### config.mk
export PLATFORM = sky130hd
export DESIGN_NAME = fpu_wb_ctrl_flat
export DESIGN_NICKNAME = d
export VERILOG_FILES = /design/src/rtl/fpu_wb_ctrl_if.sv /design/src/rtl/fpu_wb_ctrl.sv /design/src/flat_wrapper.sv
export SDC_FILE = /design/constraint.sdc
export NUM_CORES = 1
export LEC_CHECK = 0
export CAP_MARGIN = 20
export CORE_MARGIN = 3
export CORE_UTILIZATION = 25
export DETAILED_ROUTE_END_ITERATION = 10
export PLACE_DENSITY = 0.56
export SLEW_MARGIN = 15
export SYNTH_ARGS = -nofsm -noshare
export SYNTH_HDL_FRONTEND = slang
export SYNTH_SLANG_ARGS = --single-unit
### constraint.sdc
create_clock -name clk -period 7.2 [get_ports clk]
set_input_delay 1.44 -clock clk [delete_from_list [all_inputs] [get_ports clk]]
set_output_delay 1.44 -clock clk [all_outputs]
set_load 0.01 [all_outputs]
### src/rtl/fpu_wb_ctrl_if.sv
// fpu_wb_ctrl_if: GPR writeback valid/ready port.
// The master holds valid, address and data until ready.
interface fpu_wb_ctrl_if;
  logic        gpr_wr_valid;
  logic        gpr_wr_ready;
  logic [4:0]  gpr_waddr;
  logic [31:0] gpr_wdata;

  modport master (
    output gpr_wr_valid,
    output gpr_waddr,
    output gpr_wdata,
    input  gpr_wr_ready
  );

  modport slave (
    input  gpr_wr_valid,
    input  gpr_waddr,
    input  gpr_wdata,
    output gpr_wr_ready
  );
endinterface

### src/rtl/fpu_wb_ctrl.sv
// fpu_wb_ctrl: FPU writeback, fcsr and FPR busy scoreboard.
// Completions pair with queued tags; GPR results are buffered.
module fpu_wb_ctrl #(
  parameter int FPLEN      = 16,
  parameter int TAGQ_DEPTH = 2
) (
  input  logic             clk,
  input  logic             rst_l,
  input  logic             disp_valid,
  input  logic [4:0]       disp_rd,
  input  logic             disp_rd_fp,
  output logic             disp_ready,
  input  logic             fpu_complete,
  input  logic [FPLEN-1:0] fpu_result_1,
  input  logic [31:0]      fpu_result_rd,
  input  logic [4:0]       sflags,
  output logic             fpr_we,
  output logic [4:0]       fpr_waddr,
  output logic [FPLEN-1:0] fpr_wdata,
  fpu_wb_ctrl_if.master    gpr,
  input  logic             csr_we,
  input  logic [7:0]       csr_wdata,
  output logic [7:0]       fcsr,
  output logic [2:0]       fpu_rnd,
  output logic [31:0]      fpr_busy,
  output logic             err_orphan
);

  localparam int CW = $clog2(TAGQ_DEPTH + 1);
  localparam int IW = (TAGQ_DEPTH > 1) ?
                      $clog2(TAGQ_DEPTH) : 1;

  typedef enum logic [1:0] {
    GB_EMPTY,
    GB_ONE,
    GB_TWO
  } gb_state_e;

  logic [TAGQ_DEPTH-1:0][4:0] tq_rd_q, tq_rd_d;
  logic [TAGQ_DEPTH-1:0]      tq_fp_q, tq_fp_d;
  logic [CW-1:0]              tq_cnt_q, tq_cnt_d;
  logic                       tq_push, tq_pop;
  logic [IW-1:0]              tq_widx;

  gb_state_e   gb_state_q, gb_state_d;
  logic [4:0]  gb0_rd_q, gb0_rd_d;
  logic [4:0]  gb1_rd_q, gb1_rd_d;
  logic [31:0] gb0_dat_q, gb0_dat_d;
  logic [31:0] gb1_dat_q, gb1_dat_d;
  logic        gb_push, gb_acc;
  logic [1:0]  gb_cnt;

  logic             fpr_we_q, fpr_we_d;
  logic [4:0]       fpr_waddr_q, fpr_waddr_d;
  logic [FPLEN-1:0] fpr_wdata_q, fpr_wdata_d;
  logic [31:0]      busy_q, busy_d;
  logic [31:0]      busy_set, busy_clr, busy_pend;

  logic       flag_pend_q, flag_pend_d;
  logic [2:0] frm_q, frm_d;
  logic [4:0] ff_q, ff_d;
  logic       err_q, err_d;

  assign disp_ready = (32'(tq_cnt_q) + 32'(gb_cnt))
                      < 32'(TAGQ_DEPTH);

  always_comb begin
    tq_push  = disp_valid & disp_ready;
    tq_pop   = fpu_complete & (tq_cnt_q != '0);
    tq_rd_d  = tq_rd_q;
    tq_fp_d  = tq_fp_q;
    tq_widx  = IW'(tq_cnt_q - CW'(tq_pop));
    if (tq_pop) begin
      for (int i = 0; i < TAGQ_DEPTH - 1; i++) begin
        tq_rd_d[i] = tq_rd_q[i+1];
        tq_fp_d[i] = tq_fp_q[i+1];
      end
    end
    if (tq_push) begin
      tq_rd_d[tq_widx] = disp_rd;
      tq_fp_d[tq_widx] = disp_rd_fp;
    end
    tq_cnt_d = tq_cnt_q + CW'(tq_push) - CW'(tq_pop);
  end

  always_comb begin
    gb_push    = tq_pop & ~tq_fp_q[0];
    gb_acc     = (gb_state_q != GB_EMPTY) &
                 gpr.gpr_wr_ready;
    gb_state_d = gb_state_q;
    gb0_rd_d   = gb0_rd_q;
    gb0_dat_d  = gb0_dat_q;
    gb1_rd_d   = gb1_rd_q;
    gb1_dat_d  = gb1_dat_q;
    gb_cnt     = 2'd0;
    unique case (gb_state_q)
      GB_EMPTY: begin
        if (gb_push) begin
          gb_state_d = GB_ONE;
          gb0_rd_d   = tq_rd_q[0];
          gb0_dat_d  = fpu_result_rd;
        end
      end
      GB_ONE: begin
        gb_cnt = 2'd1;
        if (gb_push && gb_acc) begin
          gb0_rd_d  = tq_rd_q[0];
          gb0_dat_d = fpu_result_rd;
        end else if (gb_push) begin
          gb_state_d = GB_TWO;
          gb1_rd_d   = tq_rd_q[0];
          gb1_dat_d  = fpu_result_rd;
        end else if (gb_acc) begin
          gb_state_d = GB_EMPTY;
        end
      end
      GB_TWO: begin
        gb_cnt = 2'd2;
        // a push here only ever coincides with an accept
        if (gb_acc) begin
          gb0_rd_d  = gb1_rd_q;
          gb0_dat_d = gb1_dat_q;
          if (gb_push) begin
            gb1_rd_d  = tq_rd_q[0];
            gb1_dat_d = fpu_result_rd;
          end else begin
            gb_state_d = GB_ONE;
          end
        end
      end
      default: gb_state_d = GB_EMPTY;
    endcase
  end

  assign gpr.gpr_wr_valid = gb_state_q != GB_EMPTY;
  assign gpr.gpr_waddr    = gb0_rd_q;
  assign gpr.gpr_wdata    = gb0_dat_q;

  always_comb begin
    fpr_we_d    = tq_pop & tq_fp_q[0];
    fpr_waddr_d = fpr_waddr_q;
    fpr_wdata_d = fpr_wdata_q;
    if (fpr_we_d) begin
      fpr_waddr_d = tq_rd_q[0];
      fpr_wdata_d = fpu_result_1;
    end
    // a newer queued op to the same FPR keeps its bit set
    busy_pend = '0;
    for (int j = 0; j < TAGQ_DEPTH; j++) begin
      if (j < int'(tq_cnt_q) && tq_fp_q[j]) begin
        busy_pend[tq_rd_q[j]] = 1'b1;
      end
    end
    busy_set = (tq_push & disp_rd_fp) ?
               (32'd1 << disp_rd) : '0;
    busy_clr = fpr_we_q ?
               ((32'd1 << fpr_waddr_q) & ~busy_pend) : '0;
    busy_d   = (busy_q & ~busy_clr) | busy_set;
  end

  always_comb begin
    flag_pend_d = fpu_complete;
    frm_d       = frm_q;
    ff_d        = ff_q;
    if (flag_pend_q) begin
      ff_d = ff_q | sflags;
    end
    if (csr_we) begin
      frm_d = csr_wdata[7:5];
      ff_d  = csr_wdata[4:0] |
              (flag_pend_q ? sflags : 5'd0);
    end
    err_d = err_q | (fpu_complete & (tq_cnt_q == '0));
  end

  always_ff @(posedge clk or negedge rst_l) begin
    if (!rst_l) begin
      tq_rd_q     <= '0;
      tq_fp_q     <= '0;
      tq_cnt_q    <= '0;
      gb_state_q  <= GB_EMPTY;
      gb0_rd_q    <= '0;
      gb0_dat_q   <= '0;
      gb1_rd_q    <= '0;
      gb1_dat_q   <= '0;
      fpr_we_q    <= 1'b0;
      fpr_waddr_q <= '0;
      fpr_wdata_q <= '0;
      busy_q      <= '0;
      flag_pend_q <= 1'b0;
      frm_q       <= '0;
      ff_q        <= '0;
      err_q       <= 1'b0;
    end else begin
      tq_rd_q     <= tq_rd_d;
      tq_fp_q     <= tq_fp_d;
      tq_cnt_q    <= tq_cnt_d;
      gb_state_q  <= gb_state_d;
      gb0_rd_q    <= gb0_rd_d;
      gb0_dat_q   <= gb0_dat_d;
      gb1_rd_q    <= gb1_rd_d;
      gb1_dat_q   <= gb1_dat_d;
      fpr_we_q    <= fpr_we_d;
      fpr_waddr_q <= fpr_waddr_d;
      fpr_wdata_q <= fpr_wdata_d;
      busy_q      <= busy_d;
      flag_pend_q <= flag_pend_d;
      frm_q       <= frm_d;
      ff_q        <= ff_d;
      err_q       <= err_d;
    end
  end

  assign fpr_we     = fpr_we_q;
  assign fpr_waddr  = fpr_waddr_q;
  assign fpr_wdata  = fpr_wdata_q;
  assign fpr_busy   = busy_q;
  assign fcsr       = {frm_q, ff_q};
  assign fpu_rnd    = frm_q;
  assign err_orphan = err_q;

endmodule

### src/flat_wrapper.sv
// flat-port wrapper written by rule: the top's interface ports become plain ports
module fpu_wb_ctrl_flat 
#(
  parameter int FPLEN      = 16,
  parameter int TAGQ_DEPTH = 2
)
  (clk, rst_l, disp_valid, disp_rd, disp_rd_fp, disp_ready, fpu_complete, fpu_result_1, fpu_result_rd, sflags, fpr_we, fpr_waddr, fpr_wdata, csr_we, csr_wdata, fcsr, fpu_rnd, fpr_busy, err_orphan, gpr_gpr_wr_valid, gpr_gpr_waddr, gpr_gpr_wdata, gpr_gpr_wr_ready);
  fpu_wb_ctrl_if gpr_i ();
  input  logic clk;
  input  logic rst_l;
  input  logic disp_valid;
  input  logic [4:0] disp_rd;
  input  logic disp_rd_fp;
  output logic disp_ready;
  input  logic fpu_complete;
  input  logic [FPLEN-1:0] fpu_result_1;
  input  logic [31:0] fpu_result_rd;
  input  logic [4:0] sflags;
  output logic fpr_we;
  output logic [4:0] fpr_waddr;
  output logic [FPLEN-1:0] fpr_wdata;
  input  logic csr_we;
  input  logic [7:0] csr_wdata;
  output logic [7:0] fcsr;
  output logic [2:0] fpu_rnd;
  output logic [31:0] fpr_busy;
  output logic err_orphan;
  output wire logic [$bits(gpr_i.gpr_wr_valid)-1:0] gpr_gpr_wr_valid;
  output wire logic [$bits(gpr_i.gpr_waddr)-1:0] gpr_gpr_waddr;
  output wire logic [$bits(gpr_i.gpr_wdata)-1:0] gpr_gpr_wdata;
  input wire logic [$bits(gpr_i.gpr_wr_ready)-1:0] gpr_gpr_wr_ready;
  assign gpr_gpr_wr_valid = gpr_i.gpr_wr_valid;
  assign gpr_gpr_waddr = gpr_i.gpr_waddr;
  assign gpr_gpr_wdata = gpr_i.gpr_wdata;
  assign gpr_i.gpr_wr_ready = gpr_gpr_wr_ready;
  fpu_wb_ctrl #(.FPLEN(FPLEN), .TAGQ_DEPTH(TAGQ_DEPTH)) u_core (.clk(clk), .rst_l(rst_l), .disp_valid(disp_valid), .disp_rd(disp_rd), .disp_rd_fp(disp_rd_fp), .disp_ready(disp_ready), .fpu_complete(fpu_complete), .fpu_result_1(fpu_result_1), .fpu_result_rd(fpu_result_rd), .sflags(sflags), .fpr_we(fpr_we), .fpr_waddr(fpr_waddr), .fpr_wdata(fpr_wdata), .gpr(gpr_i), .csr_we(csr_we), .csr_wdata(csr_wdata), .fcsr(fcsr), .fpu_rnd(fpu_rnd), .fpr_busy(fpr_busy), .err_orphan(err_orphan));
endmodule
==> results_dict.tcl <==
set metrics [dict create \
    synth_cell_types 47 \
    r2r_end "u_core.fpr_busy[26]$_DFF_PN0_" \
    initial_core_util_pct 25.4 \
    grt_pass1_vias 5710 \
    synthCells 618 \
    ir_drop_mv 0.241 \
    place_ws_ns 3.34 \
    critPathLaunchType "flop" \
    crit_end "disp_ready" \
    crit_slowest_cell "clkdlybuf4s50_1" \
    path_clk_slew_ns 0.07 \
    hold_viol_final 0 \
    root_buffer "clkbuf_16" \
    ys_async_sr_fraction_pct 100 \
    first_pass_iters 5 \
    critPathCaptureType "primary output" \
    nNetsFinal 862 \
    multi_input_area_mm2 0.00333 \
    setup_viol 0 \
    finClkSkew_ns 0.00876 \
    ys.warnings.count 0 \
    power_mw 4.69 \
    cts.sinks 154 \
    cp_data_arrival_time_ns 2.84 \
    fin_ws_ns 2.92 \
    num-fill-cells 2945 \
    regArea_mm2 0.00385 \
    slew_headroom_pct 30.2 \
    cts-resized-gates 0 \
    stdcell_area_mm2 0.0102 \
    dp_cells 1152 \
    grt_antenna_before_repair 0 \
    dpl.hpwl_um 13500 \
    h-tree-depth 4 \
    min_path_type "flop to flop" \
    power.density_mw_per_mm2 458 \
    cts_tree "built" \
    timing.hold.ws_ns 0.467 \
    fin_tns_setup_ns 0 \
    synthesis.area_mm2 0.00755 \
    layout-drive-gt1-share_pct 21.8 \
    timing.reg2reg.setup_slack_ns 3.89 \
    finalCritPeriodShare_pct 59.5 \
    cp_cell_sequence "inv_1 > ha_2 > buf_4 > fa_1 > nor2_1 > clkdlybuf4s50_1" \
    layout.cells.non_filler 1184 \
    r2r_cells 8 \
    cp_slowest_stage_delay_ns 0.55 \
    period_needed_ns 4.28 \
    drv_slew 0 \
    grt_first_pass_wirelength_um 32600 \
    ctsHoldBuffers 0 \
    core_area_mm2 0.0297 \
    avgSynthCellArea_um2 12.2 \
    ys_seq_area_share_pct 51.0 \
    io_pins 178 \
    post-cts-setup-buffers 0 \
    worstReg2RegStart "u_core.gb_state_q[0]$_DFFE_PN0P_" \
    areaGrowthSynthToFinish_pct 35.6 \
    die_h_um 180 \
    p_leak_nw 4.31 \
    tightest_slew_ns 1.04 \
    wirelength_um 20300 \
    rsz0062_at_grt "false" \
    vias 5376 \
    drtIter0Drc 325 \
    post_drt_wl_per_cell_um 17.2 \
    grt_max_degree 71 \
    via_per_inst 4.54 \
    floorplan.rows 63 \
    numPortBuffers 177 \
    synth_nets 699 \
    ys_seq_elements 154 \
    critical_path_class "flop to primary output" \
    diodes 0 \
    drt.antenna.violating_nets 0 \
    required_ns 5.76 \
    clockBufferDepth 2 \
    route.detailed.drc 0 \
    cp_max_fo 43 \
    synth_top_flop_cell "dfrtp_1" \
    critPathLaunch "u_core.gb_state_q[0]$_DFFE_PN0P_" \
    utilization_pct 34.5 \
    gpl.final_weighted_congestion 0.801 \
    insertion_delay_ns 0.42 \
    cts_buffers 17 \
    status "finished, final reports clean" \
    die_w_um 180 \
    placed_area_mm2 0.00961 \
    synth-edff-count 0 \
    max_freq_ghz 0.233 \
    die_area_mm2 0.0323 \
    maxCapViolations 0 \
    grt_overflow 0 \
    grt_util_all_layers_pct 12.5 \
]
[sequential cells by signal, indices dropped and copies added, names as in the netlist]
signal,count
u_core.err_orphan,1
u_core.ff_q,5
u_core.flag_pend_q,1
u_core.fpr_busy,32
u_core.fpr_waddr,5
u_core.fpr_wdata,16
u_core.fpr_we,1
u_core.fpu_rnd,3
u_core.gb1_dat_q,32
u_core.gb1_rd_q,5
u_core.gb_state_q,2
u_core.gpr.gpr_waddr,5
u_core.gpr.gpr_wdata,32
u_core.tq_cnt_q,2
u_core.tq_fp_q,2
u_core.tq_rd_q,10
[final cells by class]
type                            instances  share of cell area [%]
Clock inverter                         12                    1.84
Tap cell                              390                    4.76
Timing Repair Buffer                  182                    17.7
Clock buffer                           20                    4.36
Multi-Input combinational cell        393                    32.5
Sequential cell                       154                    37.6
Inverter                               33                    1.23
[layout by cell type, fill, tap and decap left out, drive strengths merged, types with 2 or more instances in the layout]
cell type | Yosys | final
a21oi | 24 | 24
a221o | 5 | 5
and2 | 3 | 3
and3 | 3 | 3
and3b | 6 | 6
buf | 21 | 6
bufinv | 0 | 4
clkbuf | 17 | 20
clkdlybuf4s50 | 0 | 176
clkinv | 1 | 6
dfrtp | 154 | 154
ha | 7 | 7
inv | 32 | 35
mux2 | 125 | 125
mux2i | 9 | 9
nand2 | 59 | 59
nand3 | 5 | 5
nand3b | 8 | 8
nand4 | 2 | 2
nand4b | 2 | 2
nor2 | 8 | 8
nor2b | 10 | 10
nor3 | 5 | 5
nor3b | 10 | 10
o211ai | 34 | 34
o21ai | 27 | 27
o22ai | 24 | 24
or3 | 2 | 2
or3b | 4 | 4
xnor2 | 2 | 2
[worst max-delay path, delay by kind of cell (launching register included)]
| kind | cells | cell delay, ns |
|---|---|---|
| and+or+nand+nor | 1 | 0.13 |
| adders and majority gates | 2 | 0.71 |
| buffers and inverters | 3 | 1.14 |
| DFF | 1 | 0.42 |
[how the worst min path moves through the flow]
stage / slack (ns) / start / depth (start not counted) / end
2_1_floorplan: 0.47 / u_core.gb1_dat_q[0]$_DFFE_PN0P_ / 1 / u_core.gb1_dat_q[0]$_DFFE_PN0P_
3_3_place_gp: 0.45 / u_core.err_orphan$_DFF_PN0_ / 1 / u_core.err_orphan$_DFF_PN0_
3_5_place_dp: 0.46 / u_core.err_orphan$_DFF_PN0_ / 1 / u_core.err_orphan$_DFF_PN0_
4_1_cts: 0.47 / u_core.err_orphan$_DFF_PN0_ / 1 / u_core.err_orphan$_DFF_PN0_
5_1_grt: 0.49 / u_core.err_orphan$_DFF_PN0_ / 1 / u_core.err_orphan$_DFF_PN0_
6_report: 0.47 / u_core.err_orphan$_DFF_PN0_ / 1 / u_core.err_orphan$_DFF_PN0_
[logic make-up after synthesis]
family,count (synthesis),share of synthesized area (%)
xor+xnor,2,0.232
simple gates,131,9.54
mux,134,22.8
flops,154,51.0
buf+inv,71,5.00
fa+ha+maj,8,1.42
compound gates,118,9.99
[per-layer routing]
| layer | vias up | global-route usage (%) | share of wire [%] |
|---|---|---|---|
| li1 | 2535 | - | - |
| met4 | 0 | 3.90 | 1.6 |
| met2 | 177 | 19.8 | 46 |
| met3 | 24 | 3.30 | 5.9 |
| met1 | 2640 | 16.9 | 46 |
| met5 | - | 0 | 0 |
[synthesized netlist by cell type (all sizes together), types with 9 or more instances]
cell type  instances  area (um2)
dfrtp            154        3850
mux2             125        1630
nand2             59         221
o211ai            34         255
inv               32         123
o21ai             27         146
a21oi             24         120
o22ai             24         150
buf               21         188
clkbuf            17        63.8
nor2b             10        62.6
nor3b             10        85.1
mux2i              9        90.1
[report_power, final]
part           switching (mW)  leakage, nW  internal [mW]
Combinational           0.855         2.23           1.22
Sequential              0.351         1.77           1.28
Clock                   0.386        0.311          0.597
(Power assumes the default switching activity.)
